## src/rtl/clint_trap_ctrl.sv

```systemverilog
// clint_trap_ctrl: machine-mode trap controller.
// Arbitrates synchronous exceptions, enabled machine interrupts and mret.
// It writes the trap CSRs in one cycle, then issues a fetch redirect using
// a valid/ready handshake.
module clint_trap_ctrl #(
  parameter int XLEN  = 64,
  parameter int IRQ_W = 16
) (
  input  logic             clk,
  input  logic             rst_n,
  input  logic             inst_valid_i,
  input  logic [XLEN-1:0]  pc_i,
  input  logic             jump_i,
  input  logic [XLEN-1:0]  jump_pc_i,
  input  logic [31:0]      inst_i,
  input  logic [3:0]       expt_info_i,
  input  logic [IRQ_W-1:0] irq_pend_i,
  input  logic [IRQ_W-1:0] csr_mie_i,
  input  logic [XLEN-1:0]  csr_mstatus_i,
  input  logic [XLEN-1:0]  csr_mtvec_i,
  input  logic [XLEN-1:0]  csr_mepc_i,
  output logic             mepc_wen_o,
  output logic [XLEN-1:0]  mepc_wdata_o,
  output logic             mcause_wen_o,
  output logic [XLEN-1:0]  mcause_wdata_o,
  output logic             mtval_wen_o,
  output logic [XLEN-1:0]  mtval_wdata_o,
  output logic             mstatus_wen_o,
  output logic [XLEN-1:0]  mstatus_wdata_o,
  output logic             redirect_valid_o,
  output logic [XLEN-1:0]  redirect_addr_o,
  input  logic             redirect_ready_i,
  output logic             hold_o
);

  localparam int IDX_W = $clog2(IRQ_W);

  typedef enum logic [1:0] {IDLE, TRAP, MRET, REDIR} state_e;

  state_e            state_q, state_d;
  logic              mepc_wen_q, mepc_wen_d;
  logic              mcause_wen_q, mcause_wen_d;
  logic              mtval_wen_q, mtval_wen_d;
  logic              mstatus_wen_q, mstatus_wen_d;
  logic [XLEN-1:0]   mepc_wdata_q, mepc_wdata_d;
  logic [XLEN-1:0]   mcause_wdata_q, mcause_wdata_d;
  logic [XLEN-1:0]   mtval_wdata_q, mtval_wdata_d;
  logic [XLEN-1:0]   mstatus_wdata_q, mstatus_wdata_d;
  logic              redirect_valid_q, redirect_valid_d;
  logic [XLEN-1:0]   redirect_addr_q, redirect_addr_d;

  logic              evt_illegal, evt_ecall, evt_ebreak, evt_mret;
  logic              evt_exc, evt_irq, evt_any;
  logic [IRQ_W-1:0]  irq_active;
  logic [IDX_W-1:0]  irq_idx;
  logic [XLEN-1:0]   tvec_base;

  // Interrupt selection order: 11 (external), then 3 (software), then
  // 7 (timer), then any other bit with the highest index first.
  function automatic logic [IDX_W-1:0] irq_select(input logic [IRQ_W-1:0] v);
    logic [IDX_W-1:0] sel;
    sel = '0;
    if (v[11])      sel = IDX_W'(11);
    else if (v[3])  sel = IDX_W'(3);
    else if (v[7])  sel = IDX_W'(7);
    else begin
      for (int i = 0; i < IRQ_W; i++) begin
        if (v[i]) sel = IDX_W'(i);
      end
    end
    return sel;
  endfunction

  // On trap entry: MPIE takes MIE, MIE is cleared, and MPP is set to M-mode.
  function automatic logic [XLEN-1:0] trap_mstatus(input logic [XLEN-1:0] m);
    logic [XLEN-1:0] r;
    r        = m;
    r[7]     = m[3];
    r[3]     = 1'b0;
    r[12:11] = 2'b11;
    return r;
  endfunction

  // On mret: MIE is restored from MPIE, MPIE is set, and MPP stays M-mode.
  function automatic logic [XLEN-1:0] mret_mstatus(input logic [XLEN-1:0] m);
    logic [XLEN-1:0] r;
    r        = m;
    r[3]     = m[7];
    r[7]     = 1'b1;
    r[12:11] = 2'b11;
    return r;
  endfunction

  // Event decode: events are considered only when decode holds a valid
  // instruction. Exceptions take priority over interrupts.
  always_comb begin
    evt_illegal = inst_valid_i & expt_info_i[3];
    evt_ecall   = inst_valid_i & expt_info_i[2];
    evt_ebreak  = inst_valid_i & expt_info_i[1];
    evt_mret    = inst_valid_i & expt_info_i[0];
    irq_active  = irq_pend_i & csr_mie_i;
    evt_exc     = evt_illegal | evt_ecall | evt_ebreak;
    evt_irq     = inst_valid_i & csr_mstatus_i[3] & (|irq_active);
    evt_any     = evt_exc | evt_irq | evt_mret;
    irq_idx     = irq_select(irq_active);
    tvec_base   = {csr_mtvec_i[XLEN-1:2], 2'b00};
  end

  // The stall request is combinational, so decode freezes in the same
  // cycle that an event is detected.
  always_comb begin
    hold_o = ((state_q == IDLE) & evt_any) | (state_q != IDLE);
  end

  // Next-state logic and next values of the CSR write / redirect registers.
  always_comb begin
    state_d          = state_q;
    mepc_wen_d       = 1'b0;
    mcause_wen_d     = 1'b0;
    mtval_wen_d      = 1'b0;
    mstatus_wen_d    = 1'b0;
    mepc_wdata_d     = mepc_wdata_q;
    mcause_wdata_d   = mcause_wdata_q;
    mtval_wdata_d    = mtval_wdata_q;
    mstatus_wdata_d  = mstatus_wdata_q;
    redirect_valid_d = redirect_valid_q;
    redirect_addr_d  = redirect_addr_q;
    unique case (state_q)
      IDLE: begin
        if (evt_exc || evt_irq) begin
          state_d         = TRAP;
          mepc_wen_d      = 1'b1;
          mcause_wen_d    = 1'b1;
          mtval_wen_d     = 1'b1;
          mstatus_wen_d   = 1'b1;
          mstatus_wdata_d = trap_mstatus(csr_mstatus_i);
          mtval_wdata_d   = evt_illegal ? XLEN'(inst_i) : '0;
          if (evt_exc) begin
            mepc_wdata_d    = pc_i;
            redirect_addr_d = tvec_base;
            if (evt_illegal)     mcause_wdata_d = XLEN'(2);
            else if (evt_ecall)  mcause_wdata_d = XLEN'(11);
            else                 mcause_wdata_d = XLEN'(3);
          end else begin
            // An interrupt arriving behind a taken branch must resume at
            // the branch target, not at the instruction being decoded.
            mepc_wdata_d   = jump_i ? jump_pc_i : pc_i;
            mcause_wdata_d = {1'b1, (XLEN-1)'(irq_idx)};
            if (csr_mtvec_i[1:0] == 2'b01)
              redirect_addr_d = tvec_base + (XLEN'(irq_idx) << 2);
            else
              redirect_addr_d = tvec_base;
          end
        end else if (evt_mret) begin
          state_d         = MRET;
          mstatus_wen_d   = 1'b1;
          mstatus_wdata_d = mret_mstatus(csr_mstatus_i);
        end
      end
      TRAP: begin
        state_d          = REDIR;
        redirect_valid_d = 1'b1;
      end
      MRET: begin
        state_d          = REDIR;
        redirect_valid_d = 1'b1;
        redirect_addr_d  = csr_mepc_i;
      end
      REDIR: begin
        if (redirect_valid_q && redirect_ready_i) begin
          state_d          = IDLE;
          redirect_valid_d = 1'b0;
        end
      end
      default: state_d = IDLE;
    endcase
  end

  // State and output registers. Reset clears every output so that an
  // abandoned sequence leaves no pending write or redirect behind.
  always_ff @(posedge clk or negedge rst_n) begin
    if (!rst_n) begin
      state_q          <= IDLE;
      mepc_wen_q       <= 1'b0;
      mcause_wen_q     <= 1'b0;
      mtval_wen_q      <= 1'b0;
      mstatus_wen_q    <= 1'b0;
      mepc_wdata_q     <= '0;
      mcause_wdata_q   <= '0;
      mtval_wdata_q    <= '0;
      mstatus_wdata_q  <= '0;
      redirect_valid_q <= 1'b0;
      redirect_addr_q  <= '0;
    end else begin
      state_q          <= state_d;
      mepc_wen_q       <= mepc_wen_d;
      mcause_wen_q     <= mcause_wen_d;
      mtval_wen_q      <= mtval_wen_d;
      mstatus_wen_q    <= mstatus_wen_d;
      mepc_wdata_q     <= mepc_wdata_d;
      mcause_wdata_q   <= mcause_wdata_d;
      mtval_wdata_q    <= mtval_wdata_d;
      mstatus_wdata_q  <= mstatus_wdata_d;
      redirect_valid_q <= redirect_valid_d;
      redirect_addr_q  <= redirect_addr_d;
    end
  end

  assign mepc_wen_o       = mepc_wen_q;
  assign mepc_wdata_o     = mepc_wdata_q;
  assign mcause_wen_o     = mcause_wen_q;
  assign mcause_wdata_o   = mcause_wdata_q;
  assign mtval_wen_o      = mtval_wen_q;
  assign mtval_wdata_o    = mtval_wdata_q;
  assign mstatus_wen_o    = mstatus_wen_q;
  assign mstatus_wdata_o  = mstatus_wdata_q;
  assign redirect_valid_o = redirect_valid_q;
  assign redirect_addr_o  = redirect_addr_q;

endmodule

```

## config.mk

```make
export PLATFORM = sky130hd
export DESIGN_NAME = clint_trap_ctrl
export DESIGN_NICKNAME = d
export VERILOG_FILES = /design/src/rtl/clint_trap_ctrl.sv
export SDC_FILE = /design/constraint.sdc
export NUM_CORES = 1
export LEC_CHECK = 0
export BUFFER_PORTS_ARGS = -buffer_cell sky130_fd_sc_hd__buf_4
export CORE_AREA = 2 2 282 284
export DETAILED_ROUTE_END_ITERATION = 6
export DIE_AREA = 0 0 284 286
export PLACE_DENSITY_LB_ADDON = 0.15
export RECOVER_POWER = 50
export SYNTH_ARGS = -nofsm -noshare
export SYNTH_HDL_FRONTEND = slang
export SYNTH_SLANG_ARGS = --single-unit
```

## constraint.sdc

```tcl
create_clock -name clk -period 2.06 [get_ports clk]
set_input_delay 0 -clock clk [delete_from_list [all_inputs] [get_ports clk]]
set_output_delay 0 -clock clk [all_outputs]
set_load 0.005 [all_outputs]
```

==> out/results.ini <==
[final_layout]
final_core_util_pct=31.15
area_delta_synth_final_pct=99.10
nFillCells=8403
seq_area_sq_um=5831
multi_input_area_sq_um=6600
nets=2751
drive_above_1_share_pct=38.75

[setup_path]
crit_type=input port to flop
critPathCaptureType=flop
crit_arrival_ns=2.67
critPathMaxFanout=7
cp_data_required_time_ns=2.47
worstSetupStartpointType=input port

[global_route]
grt_max_degree=69
grt_pass1_vias=14410
antenna_found_initial=10
overflow=0
grt.total_usage_pct=15.68
grt_pass1_wl_um=96170

[yosys]
syn_avg_cell_area_sq_um=9.577
yosysSeqAreaShare_pct=47.57
yosysWarnings=0
synth_edf_count=0
async_flop_share_pct=100.0
postSynthCellCount=1280
synth.distinct_cells=54
ys_seq_elements=233
syn_area_sq_um=12260
yosys_most_used_dff=dfrtp_1

[clock_network]
clock-sinks=233
cts.path.max_buffers=3
root_buffer=clkbuf_16
cts_buffers=35
h-tree-depth=2
cts_tree=done
clock_latency_ns=0.55
clkSlewWorstSetupHoldPaths_ns=0.06

[die]
die_h_um=286
fp-row-count=103
floorplan.initialDensity_pct=15.64
die_w_um=284
pin_count=719
core-area_sq_um=78360
dieArea_sq_um=81220

[power]
max-vdd-ir-drop_uv=499.7
p_leak_nw=11.47
power_mw=26.52
power.density_nw_per_um2=1087

[place]
place.gp.congestion=0.9499
numPortBuffers=625
place_ws_ns=-1.042
hpwl_um=51820

[timing]
grt_setup_unrepaired=true
slew_viol_final=0
worst_pin_slew_ns=1.143
maxSlewHeadroom_pct=23.79
fmax_mhz=442.9
skew_ns=0.01792
setup_slack_ns=-0.1980
hold_ws_ns=0.02194
hold_violations=0
fin_crit_sh_pct=109.6
final.min_clock_period_ns=2.258
final-setup-viol-count=44

[route]
drc_errors=0
drtPass1Iterations=5
dr.first_iter.drc_count=440
routed_wl_um=66180
vias_per_cell=3.906
routedWlPerCell_um=19.31
vias=13390
drtAntennaViolNets=0

[hold_path]
hold_path_class=input port to flop

[flow_run]
cap_viol_max_count=0

[run_status]
violations=negative setup slack
status=complete, but fails checks

-- metrics by stage --
| stage | TNS, ns | area [sq um] | std cells |
|---|---|---|---|
| after floorplan | -12.05 | 12840 | 1370 |
| after global placement | -60.08 | 18960 | 2985 |
| after detailed placement | -62.46 | 18960 | 2985 |
| after CTS | -3.239 | 24380 | 3420 |
| after global routing | -9.580 | 24400 | 3426 |
| final | -3.881 | 24410 | 3427 |
-- worst max-delay path: stages --
cell and delay (ns):
buf_6 0.10, a22oi_2 0.25, a32o_1 0.21, a32o_2 0.21, a21oi_4 0.08, buf_6 0.13
fa_2 0.36, nand2b_4 0.16, a21oi_4 0.28, nand3_4 0.15, buf_12 0.18, nor4_4 0.27
xnor2_1 0.15, o211ai_1 0.10
-- layout make-up --
class	instances	share of cell area, %
well taps	1050	5.383
repair buffers	1107	38.60
inverters	15	0.2307
clock inverters	9	0.5434
flip-flops and latches	233	23.89
multi-input cells	957	27.04
diodes	3	0.03076
clock buffers	53	4.276
-- routing by layer --
layer  up-vias  global-route usage [%]  share of wire [%]
met5         -                       0               0.12
met4        14                   3.632                2.2
met3        81                   4.665                7.3
met2       454                   27.68                 50
met1      6401                   18.65                 40
li1       6436                       -                  -
-- synthesized netlist by cell type, types with 23 or more instances --
| cell type | number | area share, % |
|---|---|---|
| nand2_1 | 248 | 7.6 |
| dfrtp_1 | 233 | 48 |
| o21ai_0 | 135 | 5.5 |
| buf_4 | 94 | 5.8 |
| mux2i_1 | 73 | 6.0 |
| mux2_2 | 63 | 5.8 |
| nand3_1 | 62 | 2.5 |
| clkbuf_1 | 45 | 1.4 |
| xnor2_1 | 44 | 3.1 |
| o211ai_1 | 40 | 2.4 |
| nor2_1 | 34 | 1.0 |
| nand4_1 | 27 | 1.4 |
| nor3_1 | 27 | 1.1 |
| buf_2 | 23 | 0.94 |
-- sequential cells by signal (all words and copies together), names as in the netlist --
| signal | count |
|---|---|
| mepc_wdata_o | 64 |
| redirect_addr_o | 64 |
| mstatus_wdata_o | 63 |
| mtval_wdata_o | 32 |
| mcause_wdata_o | 5 |
| state_q | 2 |
| mstatus_wen_o | 1 |
| mtval_wen_o | 1 |
| redirect_valid_o | 1 |
-- cell families after synthesis --
family	after synthesis	share of synthesized area, %
muxes	136	11.75
adders and majority gates	9	0.9799
and+or+nand+nor	446	16.45
AOI/OAI and AO/OA	222	10.81
xor gates and xnor gates	53	3.787
DFF	233	47.57
buffers and inverters	180	8.625
other	1	0.03059
-- layout by cell type, fill, tap and decap left out, types with 5 or more instances in the layout --
master	instances
buf_12	23
buf_4	597
buf_6	24
clkbuf_1	64
clkbuf_16	36
clkbuf_4	41
clkbuf_8	10
conb_1	91
dfrtp_1	233
dlygate4sd3_1	357
inv_1	12
mux2_2	62
mux2i_1	73
nand2_1	241
nand3_1	56
nand4_1	27
nor2_1	27
nor2_4	5
nor3_1	9
nor3_4	15
nor4_1	5
nor4_4	12
o211ai_1	40
o21ai_0	115
o21ai_1	17
xnor2_1	31
xnor2_2	13
xor2_1	8
-- where the power goes --
group          internal (mW)  total, mW  switching [mW]
clock                   3.77       6.15            2.39
sequential              6.82       8.05            1.24
combinational           6.35       12.3            5.97
total                   16.9       26.5            9.59
-- timing repair --
action                     CTS  global route
buffers inserted            15            10
pin swaps                   63            59
hold endpoints to repair   462             0
setup endpoints to repair   68            78
cloned                       2             1
resized for setup          105            63
hold buffers               357             0
-- worst paths after layout --
path                               startpoint                  end  slack, ns  cells past startpoint
setup / recovery                 csr_mie_i[4]  redirect_addr_o[40]      -0.20                     14
hold reg to reg            redirect_addr_o[0]   redirect_addr_o[0]       0.47                      2
hold / removal                   inst_valid_i  mstatus_wdata_o[12]       0.02                      4
setup reg to reg                   state_q[0]  redirect_addr_o[18]       0.02                      9
min in group asynchronous               rst_n     mtval_wdata_o[9]       0.24                      2
max in group asynchronous               rst_n  redirect_addr_o[21]       0.32                      3
Power figures use the tool's default switching activity.
